==> config.mk <==
export PLATFORM = sky130hd
export DESIGN_NAME = spi_flash_rom_loader
export DESIGN_NICKNAME = d
export VERILOG_FILES = /design/src/rtl/spi_flash_rom_loader.sv
export SDC_FILE = /design/constraint.sdc
export NUM_CORES = 1
export LEC_CHECK = 0
export CAP_MARGIN = 30
export CORE_ASPECT_RATIO = 0.5
export CORE_MARGIN = 2
export CORE_UTILIZATION = 51
export DETAILED_ROUTE_END_ITERATION = 8
export PLACE_DENSITY = 0.74
export RECOVER_POWER = 100
export SLEW_MARGIN = 10
export SYNTH_ARGS = -nofsm -noshare
export SYNTH_HDL_FRONTEND = slang
export SYNTH_SLANG_ARGS = --single-unit
==> constraint.sdc <==
create_clock -name CLK -period 2.6 [get_ports CLK]
set_input_delay 0.26 -clock CLK [delete_from_list [all_inputs] [get_ports CLK]]
set_output_delay 0.26 -clock CLK [all_outputs]
set_load 0.05 [all_outputs]
==> src/rtl/spi_flash_rom_loader.sv <==
// Boot loader that copies a program image from SPI flash into instruction ROM.
// Wakes the flash with 0xAB, waits a guard time, issues one READ (0x03) at
// FLASH_START_ADDR and streams WORD_COUNT big-endian 16-bit words, writing each
// word into ROM with a one-cycle rom_load strobe.
// Ports:
//   CLK, reset (async, active high), start (one-cycle load request)
//   FLASH_IO1 (MISO) in; FLASH_SCK/SSB/IO0 (mode-0 SPI), FLASH_IO2/IO3 tied high
//   rom_address/rom_data/rom_load: ROM write port
//   busy: load in progress; done: sticky completion flag
module spi_flash_rom_loader #(
  parameter logic [23:0] FLASH_START_ADDR = 24'h100000,
  parameter int          WORD_COUNT       = 16384,
  parameter int          SCK_DIV          = 2,
  parameter int          WAKE_GUARD       = 48
) (
  input  logic        CLK,
  input  logic        reset,
  input  logic        start,
  input  logic        FLASH_IO1,
  output logic        FLASH_SCK,
  output logic        FLASH_SSB,
  output logic        FLASH_IO0,
  output logic        FLASH_IO2,
  output logic        FLASH_IO3,
  output logic [14:0] rom_address,
  output logic [15:0] rom_data,
  output logic        rom_load,
  output logic        busy,
  output logic        done
);

  localparam int          DIV_W     = (SCK_DIV > 1) ? $clog2(SCK_DIV) : 1;
  localparam int          GRD_W     = (WAKE_GUARD > 1) ? $clog2(WAKE_GUARD) : 1;
  localparam logic [14:0] LAST_ADDR = 15'(WORD_COUNT - 1);

  typedef enum logic [2:0] {
    S_IDLE, S_WAKE_CMD, S_WAKE_GUARD, S_READ_CMD, S_READ_WORD, S_WRITE, S_FINISH
  } state_t;

  state_t             state, state_next;
  logic [DIV_W-1:0]   div_cnt;
  logic [4:0]         bit_cnt;
  logic [GRD_W-1:0]   guard_cnt;
  logic [31:0]        tx_sr;
  logic [15:0]        rx_sr;
  logic               shifting, half_end, sck_rise, sck_fall, last_fall, start_go;
  logic [4:0]         last_bit;

  assign FLASH_IO0 = tx_sr[31];
  assign FLASH_IO2 = 1'b1;
  assign FLASH_IO3 = 1'b1;

  always_comb begin
    shifting   = 1'b0;
    last_bit   = 5'd0;
    state_next = state;
    case (state)
      S_WAKE_CMD:  begin shifting = 1'b1; last_bit = 5'd7;  end
      S_READ_CMD:  begin shifting = 1'b1; last_bit = 5'd31; end
      S_READ_WORD: begin shifting = 1'b1; last_bit = 5'd15; end
      default:     ;
    endcase
    // Each bit is SCK_DIV cycles low then SCK_DIV cycles high; a bit ends on
    // the falling edge so SCK is always low when a shift state is left.
    half_end  = shifting && (div_cnt == DIV_W'(SCK_DIV - 1));
    sck_rise  = half_end && !FLASH_SCK;
    sck_fall  = half_end && FLASH_SCK;
    last_fall = sck_fall && (bit_cnt == last_bit);
    start_go  = (state == S_IDLE) && start;
    case (state)
      S_IDLE:       if (start_go) state_next = S_WAKE_CMD;
      S_WAKE_CMD:   if (last_fall) state_next = S_WAKE_GUARD;
      S_WAKE_GUARD: if (guard_cnt == GRD_W'(WAKE_GUARD - 1)) state_next = S_READ_CMD;
      S_READ_CMD:   if (last_fall) state_next = S_READ_WORD;
      S_READ_WORD:  if (last_fall) state_next = S_WRITE;
      // Flash auto-increments while SSB stays low, so the next word just
      // continues clocking with no new command.
      S_WRITE:      state_next = (rom_address == LAST_ADDR) ? S_FINISH : S_READ_WORD;
      S_FINISH:     state_next = S_IDLE;
      default:      state_next = S_IDLE;
    endcase
  end

  always_ff @(posedge CLK or posedge reset) begin
    if (reset) state <= S_IDLE;
    else       state <= state_next;
  end

  // SPI shift engine
  always_ff @(posedge CLK or posedge reset) begin
    if (reset) begin
      FLASH_SCK <= 1'b0;
      div_cnt   <= '0;
      bit_cnt   <= '0;
      guard_cnt <= '0;
      tx_sr     <= '0;
      rx_sr     <= '0;
    end else begin
      if (shifting) begin
        div_cnt <= half_end ? '0 : div_cnt + 1'b1;
        if (half_end) FLASH_SCK <= ~FLASH_SCK;
        if (sck_fall) begin
          bit_cnt <= last_fall ? 5'd0 : bit_cnt + 5'd1;
          tx_sr   <= {tx_sr[30:0], 1'b0};
        end
        // MISO is captured on the cycle SCK rises; flash drove it on the fall.
        if (sck_rise && state == S_READ_WORD) rx_sr <= {rx_sr[14:0], FLASH_IO1};
      end else begin
        div_cnt   <= '0;
        bit_cnt   <= '0;
        FLASH_SCK <= 1'b0;
      end
      guard_cnt <= (state == S_WAKE_GUARD) ? guard_cnt + 1'b1 : '0;
      if (start_go)
        tx_sr <= {8'hAB, 24'h0};
      else if (state == S_WAKE_GUARD && state_next == S_READ_CMD)
        tx_sr <= {8'h03, FLASH_START_ADDR};
    end
  end

  // Pin / ROM-port registers, driven from the next state so they line up
  // exactly with the state they belong to.
  always_ff @(posedge CLK or posedge reset) begin
    if (reset) begin
      FLASH_SSB   <= 1'b1;
      rom_address <= '0;
      rom_data    <= '0;
      rom_load    <= 1'b0;
      busy        <= 1'b0;
      done        <= 1'b0;
    end else begin
      FLASH_SSB <= !(state_next inside {S_WAKE_CMD, S_READ_CMD, S_READ_WORD, S_WRITE});
      rom_load  <= (state_next == S_WRITE);
      if (start_go) begin
        busy        <= 1'b1;
        done        <= 1'b0;
        rom_address <= '0;
      end else if (state_next == S_FINISH) begin
        busy <= 1'b0;
        done <= 1'b1;
      end
      if (state == S_WRITE && state_next == S_READ_WORD) rom_address <= rom_address + 15'd1;
      if (state == S_READ_WORD && state_next == S_WRITE) rom_data <= rx_sr;
    end
  end

endmodule

Yosys cells after proc, flatten, opt, wreduce, memory -nomap -nowiden
Index checks and enable logic that the tools add are counted. Widths: inputs -> output; s select.

Add/sub/neg operators: 4. Equality and inequality tests: 15. Multiplexer cells: 27. Bitwise logic cells: 1. Reductions and logical operators: 20.

Operator list (count): $mux 32 (4); $mux 15 (2); $pmux 3 s6 (1); $add 15x1->15 const B (1); $eq 15x14->1 const B (1); $eq 3x3->1 const B (5); $mux 3 (5); $mux 5 (3); $pmux 5 s3 (1); $eq 3x2->1 const B (3); $logic_and 1x1->1 (9); $mux 1 (9); $add 6x1->6 const B (1); $eq 3x1->1 const B (2); $eq 6x6->1 const B (1); $mux 6 (1); $reduce_bool 3->1 (2); $add 5x1->5 const B (1); $eq 5x5->1 (1); $ne 2x1->1 const B (2); $reduce_and 2->1 (2); $reduce_bool 2->1 (2); $reduce_bool 4->1 (1); $logic_not 3->1 (1); other kinds (5) (6).

Register bits: 99. Input bits: 4. Logic and storage cells: 80.

Longest topological paths before layout
Depth after elaboration: 12. Gate-level depth with buffers: 7. Mapped depth without buffers: 6.

Least setup slack after synthesis
No wires, ideal clock.

Path type: register to register. From: register rom_address[0]. To: register rom_address[7]. Arrival time: 2.189 ns. Data required time: 2.476 ns. Path slack: 0.287 ns. Cell stages (with the launch flop): 8. Period minus slack after synthesis: 2.313 ns. Path through: dfrtp_1 -> ha_1 -> nand3_2 -> nor4_4 -> a21oi_1 -> buf_2 -> and3_1 -> a211o_1.

Cells in the longest elaborated chain, start to end: 6. Elaborated cells between the ends (all ways): 8.

Ends and longest elaborated chain: start: declaration (RTL line 25) `output logic [14:0] rom_address,`; start signal: assignment (RTL line 142) `if (state == S_WRITE && state_next == S_READ_WORD) rom_address <= rom_address + 15'd1;`; $eq 15x14->1 (RTL line 78) `S_WRITE: state_next = (rom_address == LAST_ADDR) ? S_FINISH : S_READ_WORD;`; $mux 2 (RTL line 78); $pmux 3 s6 (RTL line 70) `case (state)`; $eq 3x3->1 (RTL line 142); $logic_and 1x1->1 (RTL line 142); $mux 15 / $reduce_bool 2->1 (equally long branches).

Several ways; a longest one is shown, not always the timed one. A chain may end at the register's enable or synchronous reset.

Final worst setup path
From: register state[2]. To: register rom_data[1].

Cells in the longest elaborated chain, start to end: 10. Elaborated cells between the ends (all ways): 22.

Ends and longest elaborated chain: start: declaration (RTL line 40) `state_t state, state_next;`; start signal: assignment (RTL line 86) `else state <= state_next;`; branches (longest 9 deep; another with $pmux 3 s6); $logic_and 1x1->1 * (RTL line 143) `if (state == S_READ_WORD && state_next == S_WRITE) rom_data <= rx_sr;`; end signal: assignment (RTL line 143); end: declaration (RTL line 26) `output logic [15:0] rom_data,`.

Every way passes the cells marked *.

==> results.sh <==
export IMPL_place_detailed_hpwl_mm=4.82
export IMPL_hold_viol=0
export IMPL_regArea_mm2=0.00198
export IMPL_finalCriticalPeriod_ns=2.32
export IMPL_tightest_slew_ns=1.30
export IMPL_yosys_warnings=0
export IMPL_synth_distinct_cells=56
export IMPL_io_pins=43
export IMPL_hp_class="input port to asynchronous set/reset pin"
export IMPL_first_pass_iters=4
export IMPL_post_cts_buffers=0
export IMPL_drt_wirelength_per_cell_um=15.5
export IMPL_synth_main_ff_cell="dfrtp_1"
export IMPL_start_util_pct=53.5
export IMPL_synth_edf_count=0
export IMPL_power_density_mw_per_mm2=582
export IMPL_relSlewSlack_pct=13.5
export IMPL_hold_ws_ns=0.458
export IMPL_num_antenna_cells=0
export IMPL_setup_viol=0
export IMPL_vias=2541
export IMPL_drive_gt1_share_pct=16.5
export IMPL_grt_overflow=0
export IMPL_cts_resized=0
export IMPL_drcViolationCount=0
export IMPL_rsz0062_at_grt="false"
export IMPL_stdcell_count=456
export IMPL_die_h_um=63.7
export IMPL_yosysTopAreaCell="dfrtp_1"
export IMPL_worstRegToRegCells=5
export IMPL_drv_cap=0
export IMPL_final_nets=366
export IMPL_cts_buffers=9
export IMPL_path_cells="and2b_1 -> nor2_4 -> mux2i_1 -> nand4_4 -> mux2_1"
export IMPL_synth_cell_area_mm2=0.00364
export IMPL_dp_cells=440
export IMPL_critical_path_slowest_cell="dfrtp_1"
export IMPL_synth_cells=316
export IMPL_r2r_slack_ns=0.28
export IMPL_finalSetupTns_ns=0
export IMPL_synth_seq_cells=79
export IMPL_critical_path_class="register to register"
export IMPL_async_reset_ff_share_pct=100
export IMPL_grt_max_degree=39
export IMPL_worst_path_max_fanout=18
export IMPL_core_area_mm2=0.00681
export IMPL_synth_most_common_cell="dfrtp_1"
export IMPL_row_count=21
export IMPL_antenna_left=0
export IMPL_worst_ep_required_time_ns=2.82
export IMPL_finalClockSkew_ns=0.00575
export IMPL_endpoint="rom_data[1]$_DFFE_PP0P_"
export IMPL_slowest_delay_ns=0.51
export IMPL_critical_path_startpoint_type="register"
export IMPL_ys_top_cells_by_area="dfrtp_1, mux2_2, nand2_1"
export IMPL_cts_sinks=79
export IMPL_antenna_found_initial=0
export IMPL_place_gp_congestion=0.787
export IMPL_max_freq_mhz=431
export IMPL_cts_root_to_sink_buffers=2
export IMPL_grt_use_total_pct=20.5
export IMPL_r2r_end="rom_data[1]$_DFFE_PP0P_"
export IMPL_nFillCells=522
export IMPL_worstPathArrival_ns=2.54
export IMPL_wl_mm=7.06
export IMPL_reg2reg_from="state[2]$_DFF_PP0_"
export IMPL_htreeDepth=3
export IMPL_slew_viol_final=0
export IMPL_numPortBuffers=40
export IMPL_die_x_um=123
export IMPL_multi_input_area_mm2=0.00153
export IMPL_p_leak_nw=2.11
export IMPL_tritoncts="yes"
export IMPL_drt_initial_drc_count=189
export IMPL_synth_common_cells="dfrtp_1, nand2_1, mux2_2"
export IMPL_synth_top_cell_area_share_pct=53.6
export IMPL_clk_pin_slew_ns=0.06
export IMPL_startpoint="state[2]$_DFF_PP0_"
export IMPL_first_global_vias=2595
export IMPL_grt_pass1_wl_mm=12.4
export IMPL_end_kind="register"
export IMPL_run_status="complete, no violations"
export IMPL_cts_hold_buf=0
export IMPL_insertion_delay_ns=0.34
export IMPL_seq_area_frac_synth_pct=54.4
export IMPL_dieArea_mm2=0.00787
export IMPL_syn2layout_area_growth_pct=20.3
export IMPL_via_per_inst=5.57
export IMPL_cts_root_buf="clkbuf_16"
export IMPL_postSynthAreaPerCell_um2=11.5
export IMPL_min_period_over_period_pct=89.2
export IMPL_ir_worst_vdd_mv=0.327
## routing by layer
| layer | GRT usage, % | vias up | part of all wire [%] |
|---|---|---|---|
| li1 | - | 1204 | - |
| met1 | 25.3 | 1269 | 45 |
| met2 | 33.4 | 61 | 48 |
| met3 | 6.61 | 7 | 5.3 |
| met4 | 8.38 | 0 | 1.2 |
| met5 | 0 | - | 0 |
## power breakdown
part / internal [mW] / switching (mW) / leakage [nW]
Sequential: 1.23 / 0.00103 / 1.03
Clock: 0.753 / 0.523 / 0.139
Combinational: 0.00640 / 0.0334 / 0.945
## registers in the layout, summed over array words and instances (netlist names)
signal	flops
busy	1
FLASH_SSB	1
tx_sr	12
rx_sr	16
state	3
div_cnt	1
rom_load	1
bit_cnt	5
FLASH_SCK	1
done	1
rom_address	15
guard_cnt	6
rom_data	16
## cell families (layout without fill, tap and decap cells)
family	after synthesis	in the layout	synth area share, %
simple gates	119	119	17.8
flops	79	79	54.4
compound gates	46	46	8.67
mux	38	38	12.9
buf+inv	20	67	2.75
xor+xnor	10	10	2.41
fa+ha+maj	3	3	1.03
other cells	1	2	0.103
## final cells by class
type / instances / area share (%)
Sequential cell: 79 / 45.2
Clock buffer: 9 / 5.15
Inverter: 5 / 0.429
Timing Repair Buffer: 46 / 9.78
Tap cell: 92 / 2.63
Clock inverter: 7 / 1.80
Multi-Input combinational cell: 218 / 35.0
## worst max-delay path, delay by kind of cell, from the launching register on
family	cells	cell delay (ns)
flip-flops	1	0.51
multiplexers	2	0.82
AND/OR/NAND/NOR	3	0.87
## how the worst min path moves through the flow
stage                                         to                    from  cells past startpoint  slack [ns]
after CTS                   rx_sr[6]$_DFFE_PP0P_                   reset                      2        0.23
after global routing            busy$_DFFE_PP0P_        busy$_DFFE_PP0P_                      2        0.51
after detailed placement  guard_cnt[0]$_DFF_PP0_  guard_cnt[0]$_DFF_PP0_                      1        0.46
final                       rx_sr[6]$_DFFE_PP0P_                   reset                      2        0.46
after floorplan             rx_sr[0]$_DFFE_PP0P_               FLASH_IO1                      1        0.41
after global placement    guard_cnt[0]$_DFF_PP0_  guard_cnt[0]$_DFF_PP0_                      1        0.45
## cell usage in the layout (no fill, tap or decap), drive strengths merged, types with 9 or more instances in the layout
cell type	n
dfrtp	78
nand2	38
dlygate4sd3	38
mux2	34
nor2	21
nand3	17
clkbuf	14
o21ai	13
a21oi	9
## metrics by stage
stage	utilization (%)	total power [mW]	worst slack, ns	area, um2
6_report	64.3	2.55	0.282	4380
5_1_grt	64.3	2.63	0.130	4380
4_1_cts	65.2	2.58	0.407	4440
3_5_place_dp	60.7	1.30	0.407	4130
3_3_place_gp	60.7	1.30	0.500	4130
2_1_floorplan	-	1.29	0.287	3640
No activity file was read; power rests on OpenSTA's default activity.
